`config.mk`:
```
export PLATFORM = sky130hd
export DESIGN_NAME = trng_collector
export DESIGN_NICKNAME = d
export VERILOG_FILES = /design/src/rtl/trng_pkg.sv /design/src/rtl/trng_collector_vn_debias.sv /design/src/rtl/trng_collector.sv
export SDC_FILE = /design/constraint.sdc
export NUM_CORES = 1
export LEC_CHECK = 0
export ABC_AREA = 1
export CAP_MARGIN = 0
export CORE_MARGIN = 2
export CORE_UTILIZATION = 54
export DETAILED_ROUTE_END_ITERATION = 8
export HOLD_SLACK_MARGIN = 0.08
export PLACE_DENSITY = 0.78
export RECOVER_POWER = 25
export SLEW_MARGIN = 15
export SYNTH_ARGS = -nofsm -noshare
export SYNTH_HDL_FRONTEND = slang
export SYNTH_SLANG_ARGS = --single-unit
```
`constraint.sdc`:
```
create_clock -name clk -period 1.8 [get_ports clk]
set_input_delay 0.27 -clock clk [delete_from_list [all_inputs] [get_ports clk]]
set_output_delay 0.27 -clock clk [all_outputs]
set_load 0.005 [all_outputs]
```
`src/rtl/trng_pkg.sv`:
```
// Shared types and default parameters for the RO entropy post-processing path.
package trng_pkg;

    typedef enum logic [2:0] {
        ST_IDLE,
        ST_WAIT_RDY,
        ST_WARMUP,
        ST_COLLECT,
        ST_HOLD,
        ST_FAIL
    } trng_state_t;

    localparam int DEF_WORD_W     = 32;
    localparam int DEF_SAMPLE_DIV = 4;
    localparam int DEF_WARMUP_CYC = 16;
    localparam int DEF_REP_LIMIT  = 32;
    localparam int REP_W          = 8;

endpackage

```
`src/rtl/trng_collector_vn_debias.sv`:
```
// Von Neumann debiaser: pairs consecutive strobed samples, emits the first bit of
// every unequal pair and drops equal pairs.
module vn_debias
    import trng_pkg::*;
(
    input  logic clk,
    input  logic rst,
    input  logic i_clr,
    input  logic i_stb,
    input  logic i_bit,
    output logic o_accept,
    output logic o_bit
);

    logic r_phase;
    logic r_a;

    always_ff @(posedge clk or negedge rst) begin
        if (!rst) begin
            r_phase <= 1'b0;
            r_a     <= 1'b0;
        end else if (i_clr) begin
            r_phase <= 1'b0;
            r_a     <= 1'b0;
        end else if (i_stb) begin
            if (!r_phase) begin
                r_a <= i_bit;
            end
            r_phase <= ~r_phase;
        end
    end

    // Accept is combinational on the second strobe so the word fills in the same cycle.
    assign o_accept = i_stb && r_phase && (r_a != i_bit);
    assign o_bit    = r_a;

endmodule

```
`src/rtl/trng_collector.sv`:
```
// Drives the RO enable chain, samples its output at a divided rate, debiases,
// runs a repetition-count health test and offers packed words on valid/ready.
module trng_collector
    import trng_pkg::*;
#(
    parameter int WORD_W     = DEF_WORD_W,
    parameter int SAMPLE_DIV = DEF_SAMPLE_DIV,
    parameter int WARMUP_CYC = DEF_WARMUP_CYC,
    parameter int REP_LIMIT  = DEF_REP_LIMIT
) (
    input  logic              clk,
    input  logic              rst,
    input  logic              run_i,
    output logic              enable_o,
    input  logic              ro_ready_i,
    input  logic              rnd_i,
    output logic [WORD_W-1:0] data_o,
    output logic              valid_o,
    input  logic              ready_i,
    output logic              health_fail_o
);

    localparam int CNT_W  = $clog2(WORD_W + 1);
    localparam int DIV_W  = (SAMPLE_DIV > 1) ? $clog2(SAMPLE_DIV) : 1;
    localparam int WARM_W = (WARMUP_CYC > 1) ? $clog2(WARMUP_CYC) : 1;

    trng_state_t       r_state;
    trng_state_t       w_state_next;
    logic [DIV_W-1:0]  r_div;
    logic [CNT_W-1:0]  r_cnt;
    logic [WARM_W-1:0] r_warm;
    logic [REP_W-1:0]  r_rep;
    logic [REP_W-1:0]  w_rep_next;
    logic              r_prev;
    logic              r_seen;
    logic [WORD_W-1:0] r_word;
    logic              w_tick;
    logic              w_accept;
    logic              w_vn_bit;
    logic              w_word_done;
    logic              w_rep_hit;
    logic              w_warm_done;

    assign w_tick      = (r_state == ST_COLLECT) && (r_div == DIV_W'(SAMPLE_DIV - 1));
    assign w_word_done = w_accept && (r_cnt == CNT_W'(WORD_W - 1));
    assign w_warm_done = (r_warm == WARM_W'(WARMUP_CYC - 1));
    assign w_rep_hit   = w_tick && (w_rep_next >= REP_W'(REP_LIMIT));

    always_comb begin
        w_rep_next = r_rep;
        if (!r_seen || (rnd_i != r_prev)) begin
            w_rep_next = REP_W'(1);
        end else if (r_rep != {REP_W{1'b1}}) begin
            w_rep_next = r_rep + REP_W'(1);
        end
    end

    // Pairing restarts whenever we are not actively collecting (warmup exit, HOLD, aborts).
    vn_debias u_vn (
        .clk      (clk),
        .rst      (rst),
        .i_clr    (r_state != ST_COLLECT),
        .i_stb    (w_tick),
        .i_bit    (rnd_i),
        .o_accept (w_accept),
        .o_bit    (w_vn_bit)
    );

    always_ff @(posedge clk or negedge rst) begin
        if (!rst) begin
            r_state <= ST_IDLE;
            r_div   <= '0;
            r_cnt   <= '0;
            r_warm  <= '0;
            r_rep   <= '0;
            r_prev  <= 1'b0;
            r_seen  <= 1'b0;
            r_word  <= '0;
        end else begin
            r_state <= w_state_next;

            if (r_state == ST_WARMUP) begin
                r_warm <= r_warm + WARM_W'(1);
            end else begin
                r_warm <= '0;
            end

            if ((r_state != ST_COLLECT) || w_tick) begin
                r_div <= '0;
            end else begin
                r_div <= r_div + DIV_W'(1);
            end

            if (r_state != ST_COLLECT) begin
                r_cnt <= '0;
            end else if (w_accept) begin
                r_cnt <= r_cnt + CNT_W'(1);
            end

            // The repetition run spans word boundaries; it restarts only on a fresh start.
            if (r_state inside {ST_IDLE, ST_WAIT_RDY, ST_WARMUP}) begin
                r_rep  <= '0;
                r_seen <= 1'b0;
            end else if (w_tick) begin
                r_rep  <= w_rep_next;
                r_prev <= rnd_i;
                r_seen <= 1'b1;
            end

            if (w_accept) begin
                r_word <= {r_word[WORD_W-2:0], w_vn_bit};
            end
        end
    end

    always_comb begin
        w_state_next  = r_state;
        enable_o      = 1'b0;
        valid_o       = 1'b0;
        health_fail_o = 1'b0;
        unique case (r_state)
            ST_IDLE: begin
                if (run_i) w_state_next = ST_WAIT_RDY;
            end
            ST_WAIT_RDY: begin
                enable_o = 1'b1;
                if (!run_i)          w_state_next = ST_IDLE;
                else if (ro_ready_i) w_state_next = ST_WARMUP;
            end
            ST_WARMUP: begin
                enable_o = 1'b1;
                if (!run_i)           w_state_next = ST_IDLE;
                else if (w_warm_done) w_state_next = ST_COLLECT;
            end
            ST_COLLECT: begin
                enable_o = 1'b1;
                if (w_rep_hit)        w_state_next = ST_FAIL;
                else if (!run_i)      w_state_next = ST_IDLE;
                else if (w_word_done) w_state_next = ST_HOLD;
            end
            ST_HOLD: begin
                enable_o = 1'b1;
                valid_o  = 1'b1;
                if (ready_i) w_state_next = run_i ? ST_COLLECT : ST_IDLE;
            end
            ST_FAIL: begin
                health_fail_o = 1'b1;
            end
            default: begin
                w_state_next = ST_IDLE;
            end
        endcase
    end

    assign data_o = r_word;

endmodule
```
# [Word-level counts from Yosys, hierarchy flattened]
# Cells that the tools add are included.
[totals] regBits=59 input_bits=6 output_inout_bits=35 elab_cells=82
[classes] n_addsub=4 order_cmp=1 n_eq_ne=18 n_mux=29 n_bitwise=3 reduce_logical=17
[op_table] op="two-way mux 8 bit" n=4
[op_table] op="two-way mux 3 bit" n=9
[op_table] op="one-hot mux 3 bit (6 select lines)" n=1
[op_table] op="two-way mux 6 bit" n=2
[op_table] op="two-way mux 1 bit" n=10
[op_table] op="adder 8 x 1 -> 8 bit (second input constant)" n=1
[op_table] op=">= comparator 8 x 6 -> 1 bit (second input constant)" n=1
[op_table] op="!= test 8 bit (second input constant)" n=1
[op_table] op="adder 6 x 1 -> 6 bit (second input constant)" n=1
[op_table] op="== test 3 x 2 -> 1 bit (second input constant)" n=2
[op_table] op="== test 3 bit (second input constant)" n=2
[op_table] op="== test 6 x 5 -> 1 bit (second input constant)" n=1
[op_table] op="!= test 3 bit (second input constant)" n=2
[op_table] op="AND reduction 6 bit" n=1
[op_table] op="nonzero test 2 bit" n=3
[op_table] op="logical AND 1 bit" n=5
[op_table] op="adder 4 x 1 -> 4 bit (second input constant)" n=1
[op_table] op="== test 4 bit (second input constant)" n=1
[op_table] op="two-way mux 2 bit" n=2
[op_table] op="two-way mux 4 bit" n=1
[op_table] op="!= test 2 bit (second input constant)" n=2
[op_table] op="!= test 4 bit (second input constant)" n=1
[op_table] op="AND reduction 2 bit" n=2
[op_table] op="OR reduction 4 bit" n=1
[op_table] op="other kinds (11)" n=15

# [Logic depth before layout (Yosys ltp)]
[depth] depth_word=9 mapped_depth=11 mapped_depth_nobuf=11

# [Hierarchy]
# A second synthesis with hierarchy kept.
[unflattened] cells_unflattened=321 hier_area_um2=2793.9
[by_module_without_submodules] mod="trng_collector" instances=1 cells_each=305 area_each_um2=2682.6 seq_area_each_um2=1426.4
[by_module_without_submodules] mod="vn_debias" instances=1 cells_each=16 area_each_um2=111.4 seq_area_each_um2=50.0

# [Worst setup path after synthesis]
# OpenSTA, ideal clock, no wires.
[synth_path] kind="register to register" from="reg r_rep[0]" to="reg r_state[2]" setup_time_ns=0.117 arrival_time_ns=1.411 required_ns=1.683 path_slack_ns=0.272 path_stages_with_launch=12 n_path_buf=0 synth_period_minus_slack_ns=1.528 cell_sequence="dfrtp_1 > ha_1 > nand3_1 > inv_1 > nand2_1 > nand3_1 > nand2_1 > nand3_2 > nor2_2 > nor2_2 > nand2_1 > nand2_1"
[synth_between] elab_chain_cells=7 elab_cells_between_ends=10 classes_between="add/sub: 1; order compare: 1; eq/ne: 2; mux: 4; reduce/logical: 2"
[synth_lines] element="start: declaration" line_no="trng_collector.sv:32" source="logic [REP_W-1:0] r_rep;"
[synth_lines] element="start signal: assignment" line_no="trng_collector.sv:105" source="r_rep <= w_rep_next;"
[synth_lines] element="adder 8 x 1 -> 8 bit / != test 8 bit (equally long branches)" line_no="trng_collector.sv:54, trng_collector.sv:53"
[synth_lines] element="two-way mux 8 bit *" line_no="trng_collector.sv:53" source="end else if (r_rep != {REP_W{1'b1}}) begin"
[synth_lines] element="two-way mux 8 bit *" line_no="trng_collector.sv:51" source="if (!r_seen || (rnd_i != r_prev)) begin"
[synth_lines] element=">= comparator 8 x 6 -> 1 bit *" line_no="trng_collector.sv:47" source="assign w_rep_hit = w_tick && (w_rep_next >= REP_W'(REP_LIMIT));"
[synth_lines] element="logical AND 1 bit *" line_no="trng_collector.sv:47"
[synth_lines] element="!= test 4 bit (no line) / two-way mux 3 bit (equally long branches)"
[synth_lines] element="AND reduction 6 bit (no line) / one-hot mux 3 bit (6 select lines) (equally long branches)"
[synth_lines] element="end signal: assignment" line_no="trng_collector.sv:80" source="r_state <= w_state_next;"
[synth_lines] element="end: declaration" line_no="trng_collector.sv:27" source="trng_state_t r_state;"
# Mark *: on every way between the ends. The rest lies on a longest branch, timed or not.
# A chain may end at the register's enable or synchronous reset.

# [Worst setup path in the final report]
[layout_path] from="reg r_state[0]" to="reg r_cnt[1]"
[layout_between] elab_chain_cells=5 elab_cells_between_ends=7 classes_between="eq/ne: 2; mux: 1; reduce/logical: 4"
[layout_lines] element="== test 3 x 2 -> 1 bit" line_no="trng_collector.sv:44" source="assign w_tick = (r_state == ST_COLLECT) && (r_div == DIV_W'(SAMPLE_DIV - 1));"
[layout_lines] element="logical AND 1 bit" line_no="trng_collector.sv:44"
[layout_lines] element="logical AND 1 bit (2 in a row)" line_no="trng_collector_vn_debias.sv:34" source="assign o_accept = i_stb && r_phase && (r_a != i_bit);"
[layout_lines] element="nonzero test 2 bit (no line)"
[layout_lines] element="end signal: assignment" line_no="trng_collector.sv:97" source="r_cnt <= r_cnt + CNT_W'(1);"
[layout_lines] element="end: declaration" line_no="trng_collector.sv:30" source="logic [CNT_W-1:0] r_cnt;"
# Parallel ways exist; a longest one is shown, timed or not.

==> impl_metrics.tcl <==
set metrics [dict create \
    status "finished, final reports clean" \
    grt_setup_unrepaired "true" \
    hp-class "reg2reg" \
    crit_type "reg2reg" \
    dr.pass1.iters 4 \
    rows 25 \
    grt_max_degree 60 \
    stdcell_count 466 \
    cp_max_fo 19 \
    intPower_w 0.002237 \
    swShare_pct 29.32 \
    hold_viol_final 0 \
    skew_ns 0.004223 \
    power.share.sequential_pct 44.9 \
    synth_edf_count 0 \
    dpl_cell_area_um2 3244 \
    min_path_cells 1 \
    grt.total_usage_pct 22.78 \
    synth_area_leaders "dfrtp_1, nand2_1, inv_1" \
    initial_core_util_pct 56.81 \
    utilization_pct 73.22 \
    period_needed_ns 1.724 \
    reg2regPathDepth 8 \
    r2r-start "r_state[0]" \
    fill_cells 369 \
    synth_seq_area_share_pct 53.96 \
    grt_pass1_wl_um 9542 \
    yosys_warnings 0 \
    synth_top_area_share_pct 53.96 \
    place.gp.congestion 0.8555 \
    wl_per_cell_um 12.45 \
    max_freq_mhz 580.1 \
    clkTransAtPathRegs_ns 0.06 \
    finalPower_w 0.003164 \
    synth_seq_cells 59 \
    r2r_setup_slack_ns 0.08 \
    cts_buffer_depth 2 \
    crit_required_ns 2.02 \
    synth_top_area_cell "dfrtp_1" \
    chipWidth_um 75.19 \
    crit_path_end_kind "register" \
    async_flop_share_pct 100.0 \
    drc 0 \
    max_cap_viol_count 0 \
    fin_nets 406 \
    power_density_nw_per_um2 897.1 \
    start_kind "register" \
    wl_um 5801 \
    setup_violations 0 \
    ys_types 29 \
    cts.sinks 59 \
    drtAntennaViolNets 0 \
    cts_made_buffers 9 \
    reg2reg_to "r_cnt[1]" \
    clk_latency_ns 0.33 \
    synth_flop_cell "dfrtp_1" \
    vias 2378 \
    max-vdd-ir-drop_mv 0.5742 \
    via_per_inst 5.103 \
    synth_common_cells "nand2_1, dfrtp_1, inv_1" \
    hp-start "r_div[0]" \
    syn_nets 344 \
    antenna_found_initial 0 \
    drive_above_1_share_pct 13.53 \
    first_global_vias 2154 \
    tightest_slew_ns 0.7738 \
    final_max_slew_viol_count 0 \
    dp_hpwl_um 3853 \
    clockRootBuffer "clkbuf_8" \
    cp_data_arrival_time_ns 1.95 \
    grt-ovfl-total 0 \
    die_y_um 75.19 \
    hold_path_end "r_div[0]" \
    tritoncts "done" \
    dpl.cell_count 441 \
    slew_headroom_pct 48.41 \
    p_leak_nw 1.862 \
    io_buffers 40 \
    first_iter_violations 137 \
    period_share_pct 95.77 \
    syn-instance-count 334 \
    fin_area_um2 3527 \
    clock_power_share_pct 32.8 \
    finalSetupTns_ns 0 \
    comb_power_share_pct 22.3 \
    num_antenna_cells 0 \
    syn_area_um2 2736 \
    ios 41 \
    power.switching_w 0.0009277 \
    h-tree-depth 3 \
    dieArea_um2 5653 \
    postSynthAreaPerCell_um2 8.193 \
    fp.coreArea_um2 4817 \
    yosysMostFrequentCell "nand2_1" \
    syn2layout_area_growth_pct 28.90 \
]
## worst max-delay path by stage
stage	startpoint	to	slack (ns)	cells after the start
floorplan	r_rep[0]	r_state[2]	0.27	11
global placement	rnd_i	r_state[1]	0.06	10
detailed placement	rnd_i	r_state[2]	-0.03	11
CTS	r_state[2]	health_fail_o	0.004	4
global route	r_state[2]	r_cnt[4]	-0.007	9
finish	r_state[0]	r_cnt[1]	0.08	8
## cell families (layout without fill, tap and decap cells)
logic type,count (synthesis),in the layout,synth area share (%)
and+or+nand+nor,190,190,29.86
buffers and inverters,43,108,6.904
AOI/OAI and AO/OA,37,37,7.133
xor gates and xnor gates,1,1,0.3201
adders and majority gates,4,4,1.829
DFF,59,59,53.96
## power groups by stage
| stage | sequential (W) | combinational, W | clock, W |
|---|---|---|---|
| floorplan | 0.00143 | 0.000336 | 0 |
| global placement | 0.00146 | 0.000495 | 0 |
| detailed placement | 0.00146 | 0.000504 | 0 |
| CTS | 0.00141 | 0.000647 | 0.00105 |
| global route | 0.00142 | 0.000777 | 0.00111 |
| finish | 0.00142 | 0.000705 | 0.00104 |
## placed cells by master, fill, tap and decap left out, types with 3 or more instances in the layout
master	netlist	final
nand3_1	19	16
inv_2	2	4
nor2_1	24	24
o21ai_0	22	22
nand2_1	129	128
clkdlybuf4s50_1	0	36
o21ai_1	3	3
clkbuf_8	0	11
nor3_1	5	5
clkinv_2	1	4
nand3_2	2	4
buf_4	4	15
dfrtp_1	59	57
inv_1	32	29
a21oi_1	7	7
ha_1	4	4
nand4_1	3	3
## flip-flops by register name, summed over array words and instances (netlist names)
register,cells
r_rep,8
r_state,3
data_o,32
u_vn.r_phase,1
r_seen,1
r_cnt,6
r_warm,4
u_vn.o_bit,1
r_prev,1
r_div,2
## worst max-delay path, stage by stage (launching register included)
cell and delay (ns):
dfrtp_2 0.42, buf_4 0.14, buf_4 0.15, nand4_4 0.13
clkinv_2 0.11, nand2_2 0.19, inv_2 0.09, buf_12 0.16
a22o_1 0.22
## metal layers
metal	track usage (%)	wire, µm	vias up	part of all wire [%]
li1	-	-	1176	-
met2	34.02	2792	54	48
met1	30.63	2629	1138	45
met4	13.45	122	0	2.1
met3	5.087	256	10	4.4
met5	0	0	-	0
## final cells by class
class | instances | area [µm²] | area share, %
sequential | 59 | 1479 | 41.93
multi-input combinational | 232 | 1102 | 31.25
timing repair buffer | 59 | 560.5 | 15.89
clock buffer | 11 | 151.4 | 4.292
inverter | 35 | 135.1 | 3.831
tap | 67 | 83.83 | 2.377
clock inverter | 3 | 15.01 | 0.4257
## per-stage QoR
| stage | worst slack [ns] | hold WS (ns) |
|---|---|---|
| 3_5_place_dp | -0.02618 | 0.2975 |
| 6_report | 0.07614 | 0.4482 |
| 3_3_place_gp | 0.05525 | 0.2973 |
| 4_1_cts | 0.004377 | 0.4484 |
| 5_1_grt | -0.006508 | 0.4680 |
| 2_1_floorplan | 0.2716 | -0.02559 |
## timing repair
item	4_1_cts	5_1_grt
hold buffers	1	0
endpoints found under the setup margin	3	6
gates resized for setup	4	12
pin swaps	0	1
setup buffers	9	1
endpoints found under the hold margin	59	0
cloned	0	0
Power figures use the tool's default switching activity.
